<file path="src/rtl/stack_queue_if.sv">
// stack_queue_if: producer/consumer bundle for stack_queue; master drives requests, slave returns data, occupancy and status
interface stack_queue_if #(
  parameter int data_width = 8,
  parameter int depth = 8
);
  localparam int cw = $clog2(depth + 1);
  logic push;
  logic pop;
  logic mode;
  logic err_clr;
  logic [data_width-1:0] data_in;
  logic [data_width-1:0] data_out;
  logic out_valid;
  logic [cw-1:0] count;
  logic full;
  logic empty;
  logic almost_full;
  logic almost_empty;
  logic overflow;
  logic underflow;
  logic mode_active;
  modport master (
    output push, pop, mode, err_clr, data_in,
    input data_out, out_valid, count, full, empty, almost_full, almost_empty,
    overflow, underflow, mode_active
  );
  modport slave (
    input push, pop, mode, err_clr, data_in,
    output data_out, out_valid, count, full, empty, almost_full, almost_empty,
    overflow, underflow, mode_active
  );
endinterface

</file>
<file path="src/rtl/stack_queue.sv">
// stack_queue: run-time selectable LIFO/FIFO buffer; ports clk, rst (async active-high) and bus (stack_queue_if.slave)
module stack_queue #(
  parameter int data_width = 8,
  parameter int depth = 8,
  parameter int af_level = 6,
  parameter int ae_level = 2
) (
  input logic clk,
  input logic rst,
  stack_queue_if.slave bus
);
  localparam int cw = $clog2(depth + 1);
  localparam int aw = $clog2(depth);
  logic [data_width-1:0] mem [depth];
  logic [data_width-1:0] dout;
  logic [cw-1:0] cnt, cnt_nxt;
  logic [aw-1:0] wr_ptr, rd_ptr, top, wa, ra;
  logic push_ok, pop_ok, full, empty, vld, ovf, unf, mode_q;
  function automatic logic [aw-1:0] inc(input logic [aw-1:0] p);
    return (p == aw'(depth - 1)) ? '0 : p + 1'b1;
  endfunction
  assign full = cnt == cw'(depth);
  assign empty = cnt == '0;
  // LIFO addresses through the count: push+pop overwrites the old top in place
  always_comb begin
    pop_ok = bus.pop && !empty;
    push_ok = bus.push && (!full || pop_ok);
    top = aw'(cnt - 1'b1);
    wa = mode_q ? wr_ptr : (pop_ok ? top : aw'(cnt));
    ra = mode_q ? rd_ptr : top;
    cnt_nxt = cnt + cw'(push_ok) - cw'(pop_ok);
  end
  always_ff @(posedge clk)
    if (push_ok) mem[wa] <= bus.data_in;
  always_ff @(posedge clk or posedge rst)
    if (rst) begin
      cnt <= '0;
      wr_ptr <= '0;
      rd_ptr <= '0;
      dout <= '0;
      vld <= 1'b0;
      ovf <= 1'b0;
      unf <= 1'b0;
      mode_q <= 1'b0;
    end else begin
      cnt <= cnt_nxt;
      vld <= pop_ok;
      if (pop_ok) dout <= mem[ra];
      if (cnt_nxt == '0) begin
        wr_ptr <= '0;
        rd_ptr <= '0;
      end else if (mode_q) begin
        if (push_ok) wr_ptr <= inc(wr_ptr);
        if (pop_ok) rd_ptr <= inc(rd_ptr);
      end
      // mode can only change while nothing is stored, so data is never reinterpreted
      if (empty && !push_ok) mode_q <= bus.mode;
      ovf <= (bus.push && !push_ok) || (ovf && !bus.err_clr);
      unf <= (bus.pop && !pop_ok) || (unf && !bus.err_clr);
    end
  assign bus.data_out = dout;
  assign bus.out_valid = vld;
  assign bus.count = cnt;
  assign bus.full = full;
  assign bus.empty = empty;
  assign bus.almost_full = cnt >= cw'(af_level);
  assign bus.almost_empty = cnt <= cw'(ae_level);
  assign bus.overflow = ovf;
  assign bus.underflow = unf;
  assign bus.mode_active = mode_q;
endmodule
</file>
<file path="src/flat_wrapper.sv">
// flat-port wrapper written by rule: the top's interface ports become plain ports
module stack_queue_flat 
#(
  parameter int data_width = 8,
  parameter int depth = 8,
  parameter int af_level = 6,
  parameter int ae_level = 2
)
  (clk, rst, bus_push, bus_pop, bus_mode, bus_err_clr, bus_data_in, bus_data_out, bus_out_valid, bus_count, bus_full, bus_empty, bus_almost_full, bus_almost_empty, bus_overflow, bus_underflow, bus_mode_active);
  stack_queue_if #(.data_width(data_width), .depth(depth)) bus_i ();
  input logic clk;
  input logic rst;
  input wire logic [$bits(bus_i.push)-1:0] bus_push;
  input wire logic [$bits(bus_i.pop)-1:0] bus_pop;
  input wire logic [$bits(bus_i.mode)-1:0] bus_mode;
  input wire logic [$bits(bus_i.err_clr)-1:0] bus_err_clr;
  input wire logic [$bits(bus_i.data_in)-1:0] bus_data_in;
  output wire logic [$bits(bus_i.data_out)-1:0] bus_data_out;
  output wire logic [$bits(bus_i.out_valid)-1:0] bus_out_valid;
  output wire logic [$bits(bus_i.count)-1:0] bus_count;
  output wire logic [$bits(bus_i.full)-1:0] bus_full;
  output wire logic [$bits(bus_i.empty)-1:0] bus_empty;
  output wire logic [$bits(bus_i.almost_full)-1:0] bus_almost_full;
  output wire logic [$bits(bus_i.almost_empty)-1:0] bus_almost_empty;
  output wire logic [$bits(bus_i.overflow)-1:0] bus_overflow;
  output wire logic [$bits(bus_i.underflow)-1:0] bus_underflow;
  output wire logic [$bits(bus_i.mode_active)-1:0] bus_mode_active;
  assign bus_i.push = bus_push;
  assign bus_i.pop = bus_pop;
  assign bus_i.mode = bus_mode;
  assign bus_i.err_clr = bus_err_clr;
  assign bus_i.data_in = bus_data_in;
  assign bus_data_out = bus_i.data_out;
  assign bus_out_valid = bus_i.out_valid;
  assign bus_count = bus_i.count;
  assign bus_full = bus_i.full;
  assign bus_empty = bus_i.empty;
  assign bus_almost_full = bus_i.almost_full;
  assign bus_almost_empty = bus_i.almost_empty;
  assign bus_overflow = bus_i.overflow;
  assign bus_underflow = bus_i.underflow;
  assign bus_mode_active = bus_i.mode_active;
  stack_queue #(.data_width(data_width), .depth(depth), .af_level(af_level), .ae_level(ae_level)) u_core (.clk(clk), .rst(rst), .bus(bus_i));
endmodule
</file>
<file path="config.mk">
export PLATFORM = sky130hd
export DESIGN_NAME = stack_queue_flat
export DESIGN_NICKNAME = d
export VERILOG_FILES = /design/src/rtl/stack_queue_if.sv /design/src/rtl/stack_queue.sv /design/src/flat_wrapper.sv
export SDC_FILE = /design/constraint.sdc
export NUM_CORES = 1
export LEC_CHECK = 0
export CORE_AREA = 3 3 89 91
export DETAILED_ROUTE_END_ITERATION = 12
export DIE_AREA = 0 0 92 94
export GPL_TIMING_DRIVEN = 0
export MAX_ROUTING_LAYER = met4
export PLACE_DENSITY = 0.76
export SYNTH_ARGS = -nofsm -noshare
export SYNTH_HDL_FRONTEND = slang
export SYNTH_SLANG_ARGS = --single-unit
</file>
<file path="constraint.sdc">
create_clock -name clk -period 3.8 [get_ports clk]
set_input_delay 0.95 -clock clk [delete_from_list [all_inputs] [get_ports clk]]
set_output_delay 0.95 -clock clk [all_outputs]
set_load 0.1 [all_outputs]
</file>
# Word level (Yosys, flattened, before mapping)
# Memories as Yosys holds them, arrays and structs flattened. A register that Yosys moved wholly into a read port is not among the register bits.
# Cells that the tools add are included.
[word_totals]
ramBits = 64
input_bits = 14
reg_bits = 14
mem_count = 1
out_inout_bits = 20
[classes]
mux = 13
add_sub_neg = 5
eq_ne = 3
magnitude_cmp = 2
reduce_logical = 22
[memory_table]
columns = ["name", "words", "width", "read_ports", "rd_ports_with_merged_regs", "write_ports", "line_no", "rtl"]
rows = [
  ["u_core.mem", 8, 8, 1, 1, 1, "stack_queue.sv:14", "logic [data_width-1:0] mem [depth];"],
]
[op_table]
columns = ["cell", "count"]
rows = [
  ["$mux W3", 11],
  ["$logic_not A4 Y1", 2],
  ["$logic_and A1 B1 Y1", 7],
  ["$add A3 B1 Y3 const B", 2],
  ["$eq A3 B3 Y1 const B", 2],
  ["$reduce_bool A2 Y1", 3],
  ["$logic_not A1 Y1", 5],
  ["$add A4 B1 Y4", 1],
  ["$eq A4 B4 Y1 const B", 1],
  ["$ge A4 B3 Y1 const B", 1],
  ["$le A4 B2 Y1 const B", 1],
  ["$reduce_and A2 Y1", 2],
  ["$sub A4 B1 Y4", 1],
  ["$logic_or A1 B1 Y1", 3],
  ["$sub A3 B1 Y3 const B", 1],
  ["$mux W1", 2],
]

# Logic depth before layout (Yosys ltp)
[depth]
ltp_word = 10
mapped_depth = 13
ltp_nobuf = 10

# Worst setup path after synthesis
# No wires, ideal clock.
[synth_path]
path_kind = "register to register"
from = "register u_core.cnt[0] (netlist: u_core.bus.count[0])"
to = "register u_core.rd_ptr[0]"
period_less_slack_ps = 4062
path_stages_with_launch = 13
setup_ps = 139
n_path_buf = 2
arrival_ps = 3923
path_slack_ps = -262
cell_sequence = "dfrtp_1 -> buf_2 -> inv_2 -> clkbuf_1 -> ha_1 -> and2_1 -> a21oi_2 -> ha_1 -> inv_1 -> fa_1 -> inv_1 -> nor4_2 -> nor2_1"
[synth_via]
word_cells_on_any_way = 14
classes_between = "2 x add/sub; 1 x eq/ne; 1 x mux; 10 x reduce/logical"
[synth_lines]
columns = ["item", "line_no", "rtl"]
rows = [
  ["from (decl)", "stack_queue.sv:16", "logic [cw-1:0] cnt, cnt_nxt;"],
  ["from (signal assigned)", "stack_queue.sv:46", "cnt <= cnt_nxt;"],
  ["$eq A4 B4 Y1 (*)", "stack_queue.sv:22", "assign full = cnt == cw'(depth);"],
  ["via bus_full", "flat_wrapper.sv:21", "output wire logic [$bits(bus_i.full)-1:0] bus_full;"],
  ["$logic_not A1 Y1 (*)", "stack_queue.sv:27", "push_ok = bus.push && (!full || pop_ok);"],
  ["$logic_or A1 B1 Y1 (*)", "stack_queue.sv:27", ""],
  ["$logic_and A1 B1 Y1 (*)", "stack_queue.sv:27", ""],
  ["$add A4 B1 Y4 (*)", "stack_queue.sv:31", "cnt_nxt = cnt + cw'(push_ok) - cw'(pop_ok);"],
  ["$sub A4 B1 Y4 (*)", "stack_queue.sv:31", ""],
  ["via u_core.cnt_nxt[1]", "stack_queue.sv:16", ""],
  ["$logic_not A4 Y1 (*)", "stack_queue.sv:49", "if (cnt_nxt == '0) begin"],
  ["$reduce_bool A2 Y1 (no source line)", "n/a", ""],
  ["$reduce_and A2 Y1 (no source line)", "n/a", ""],
  ["to (signal assigned)", "stack_queue.sv:54", "if (pop_ok) rd_ptr <= inc(rd_ptr);"],
  ["to (decl)", "stack_queue.sv:17", "logic [aw-1:0] wr_ptr, rd_ptr, top, wa, ra;"],
]
# The timed path passes the listed nets; every way through them passes the cells marked *.
# A chain may end at the register's enable or synchronous reset.

# Worst setup path in the final report
[layout_path]
from = "register u_core.cnt[0] (netlist: u_core.bus.count[0])"
to = "output port bus_almost_empty"
[layout_via]
elab_chain_cells = 1
[layout_lines]
columns = ["item", "line_no", "rtl"]
rows = [
  ["$le A4 B2 Y1", "stack_queue.sv:67", "assign bus.almost_empty = cnt <= cw'(ae_level);"],
  ["to (decl)", "flat_wrapper.sv:24", "output wire logic [$bits(bus_i.almost_empty)-1:0] bus_almost_empty;"],
]
# Every way passes these cells.

==> impl_metrics.tcl <==
set metrics [dict create \
    gp_congestion 0.8631 \
    status "finished clean" \
    yosys_warnings 0 \
    finalClockSkew_ns 0.01211 \
    ant_nets 0 \
    synth_compound_area_share_pct 13.13 \
    avgSynthCellArea_um2 13.42 \
    layout-drive-gt1-share_pct 10.72 \
    r2r_slack_ns 0.17 \
    vias_per_cell 5.919 \
    cts.path.max_buffers 2 \
    wirelength_um 8694 \
    grt_max_degree 23 \
    synth_area_leaders "edfxtp_1 (48%), dfrtp_1 (14%), mux2i_1 (6.3%)" \
    area_growth_pct 17.26 \
    rsz0062_at_grt "no" \
    drt_iter0_markers 400 \
    mappedNetlistArea_um2 3973 \
    muxShareOfSynthArea_pct 7.244 \
    synth_largest_area_cell "edfxtp_1" \
    start_util_pct 55.06 \
    synthArstFlopShare_pct 25.58 \
    cts_root_buf "clkbuf_8" \
    cts_buffers 9 \
    worst-path-buf-inv 4 \
    antenna_cells 0 \
    synth_top_area_share_pct 48.38 \
    yosys.area_share.xor_xnor_pct 1.102 \
    fp.coreArea_um2 7214 \
    cts-hold-fix-buffers 0 \
    die_y_um 94 \
    synth_edf_count 64 \
    synth-seq-cells 86 \
    vias 2628 \
    clock_sinks 86 \
    finalSetupTns_ns 0 \
    grt_pass1_wl_um 13630 \
    grt_pass1_vias 2674 \
    synth.distinct_cells 43 \
    slew_viol_final 0 \
    ios 34 \
    rows 31 \
    drtPass1Iterations 7 \
    layout_min_cycle_time_ns 3.687 \
    path_clk_slew_ns 0.09 \
    antenna_found_initial 0 \
    mostFrequentLayoutCells "edfxtp_1 (64), clkdlybuf4s50_1 (29), mux2i_1 (25), nand2_1 (20), dfrtp_1 (20)" \
    track_usage_pct 21.56 \
    slew_headroom_pct 34.01 \
    cts_setup_buffers 0 \
    clk_latency_ns 0.35 \
    end_kind "output pin" \
    worstMarginPinSlew_ns 0.9863 \
    cpMaxStageDelayCell "dlygate4sd2_1" \
    finalCritPeriodShare_pct 97.04 \
    netlist_instances 296 \
    final_hold_viol_count 0 \
    hpwl_um 5855 \
    finalNetCount 369 \
    fmax_ghz 0.2712 \
    synthAdderAreaFrac_pct 4.913 \
    cts_tree "done" \
    yosys.area_share.simple_pct 8.535 \
    die_width_um 92 \
    cts_htree_levels 3 \
    place_area_um2 4429 \
    setup-violations-final 0 \
    grt_remaining_overflow 0 \
    cp.arrival_ns 2.74 \
    wire_per_inst_um 19.58 \
    ys_seq_area_share_pct 62.24 \
    final_common_cell "edfxtp_1" \
    worst-setup-path-type "flip-flop to output pin" \
    drc_errors 0 \
    path_cells "buf_2 > inv_2 > clkbuf_1 > ha_1 > a22o_1 > dlygate4sd2_1" \
    dieArea_um2 8648 \
    place.port_buffers 33 \
    maxCapViolCount 0 \
    critical-path-top-delay-family "buffers and inverters" \
    hp-class "flip-flop to flip-flop" \
    cts_resized 9 \
    cp_max_fo 11 \
    fillers 557 \
    synth_nets 325 \
    whs_ns 0.4934 \
    slowest_delay_ns 0.84 \
    postLayoutCellArea_um2 4658 \
    synthFlopType "edfxtp_1" \
    cp.required_ns 2.85 \
    synth_top_family_by_area "compound AO/OA/AOI/OAI gates" \
    cp-start-kind "flip-flop" \
]
-- path summary, 6_finish.rpt --
check,cells after the start,to,start
min reg2reg,1,u_core.bus.overflow$_DFF_PP0_,u_core.bus.overflow$_DFF_PP0_
min,1,u_core.bus.overflow$_DFF_PP0_,u_core.bus.overflow$_DFF_PP0_
min in group asynchronous,2,u_core.bus.count[3]$_DFF_PP0_,rst
max,6,bus_almost_empty,u_core.bus.count[0]$_DFF_PP0_
max in group asynchronous,2,u_core.bus.count[0]$_DFF_PP0_,rst
max reg2reg,9,u_core.mem[1][2]$_DFFE_PP_,u_core.bus.count[0]$_DFF_PP0_
-- kinds of logic after synthesis --
logic type | Yosys count
muxes | 28
adders and majority gates | 15
DFF | 86
xor gates and xnor gates | 5
AOI/OAI and AO/OA | 70
buffers and inverters | 24
and+or+nand+nor | 68
-- sequential cells by signal, indices dropped and copies added (netlist names) --
name                    cells
u_core.wr_ptr               3
u_core.bus.out_valid        1
u_core.mem                 64
u_core.bus.data_out         8
u_core.bus.mode_active      1
u_core.bus.overflow         1
u_core.bus.count            4
u_core.rd_ptr               3
u_core.bus.underflow        1
-- routing by layer --
layer / track usage, % / share of wire [%] / up-vias / wire [µm]
met3: 3.766 / 6.3 / 25 / 551
li1: - / - / 1206 / -
met4: 11.01 / 2.7 / 0 / 234
met1: 26.55 / 42 / 1280 / 3630
met5: - / 0 / - / 0
met2: 34.61 / 49 / 117 / 4277
-- final cells by class --
type / instances / area, µm² / share of cell area [%]
sequential: 86 / 2475 / 53.13
multi-input combinational: 186 / 1396 / 29.98
timing repair buffer: 33 / 329.1 / 7.064
clock buffer: 9 / 123.9 / 2.659
tap: 99 / 123.9 / 2.659
clock inverter: 7 / 96.34 / 2.068
buffer: 13 / 72.57 / 1.558
inverter: 11 / 41.29 / 0.8864
-- Yosys cell counts (all sizes together) (3+ instances only) --
cell,n
nand4,8
clkbuf,7
mux2,3
o22ai,8
edfxtp,64
o21ai,19
mux2i,25
o211ai,8
o211a,9
nor2,17
nand2,21
ha,14
nand3,4
dfrtp,22
inv,11
buf,6
nor2b,9
xnor2,4
o32a,8
a21oi,9
-- metrics by stage --
stage               instances  util, %  setup WS, ns
CTS                       444    64.46       0.07409
finish                    444    64.57        0.1126
floorplan                 296        -       0.01444
detailed placement        428    61.39       -0.3354
global placement          428    61.39       -0.3035
global route              444    64.57      0.001502
Power is left out: the tool's default activity adds up to more than one toggle a clock period on the data nets, which glitch-free logic cannot reach.
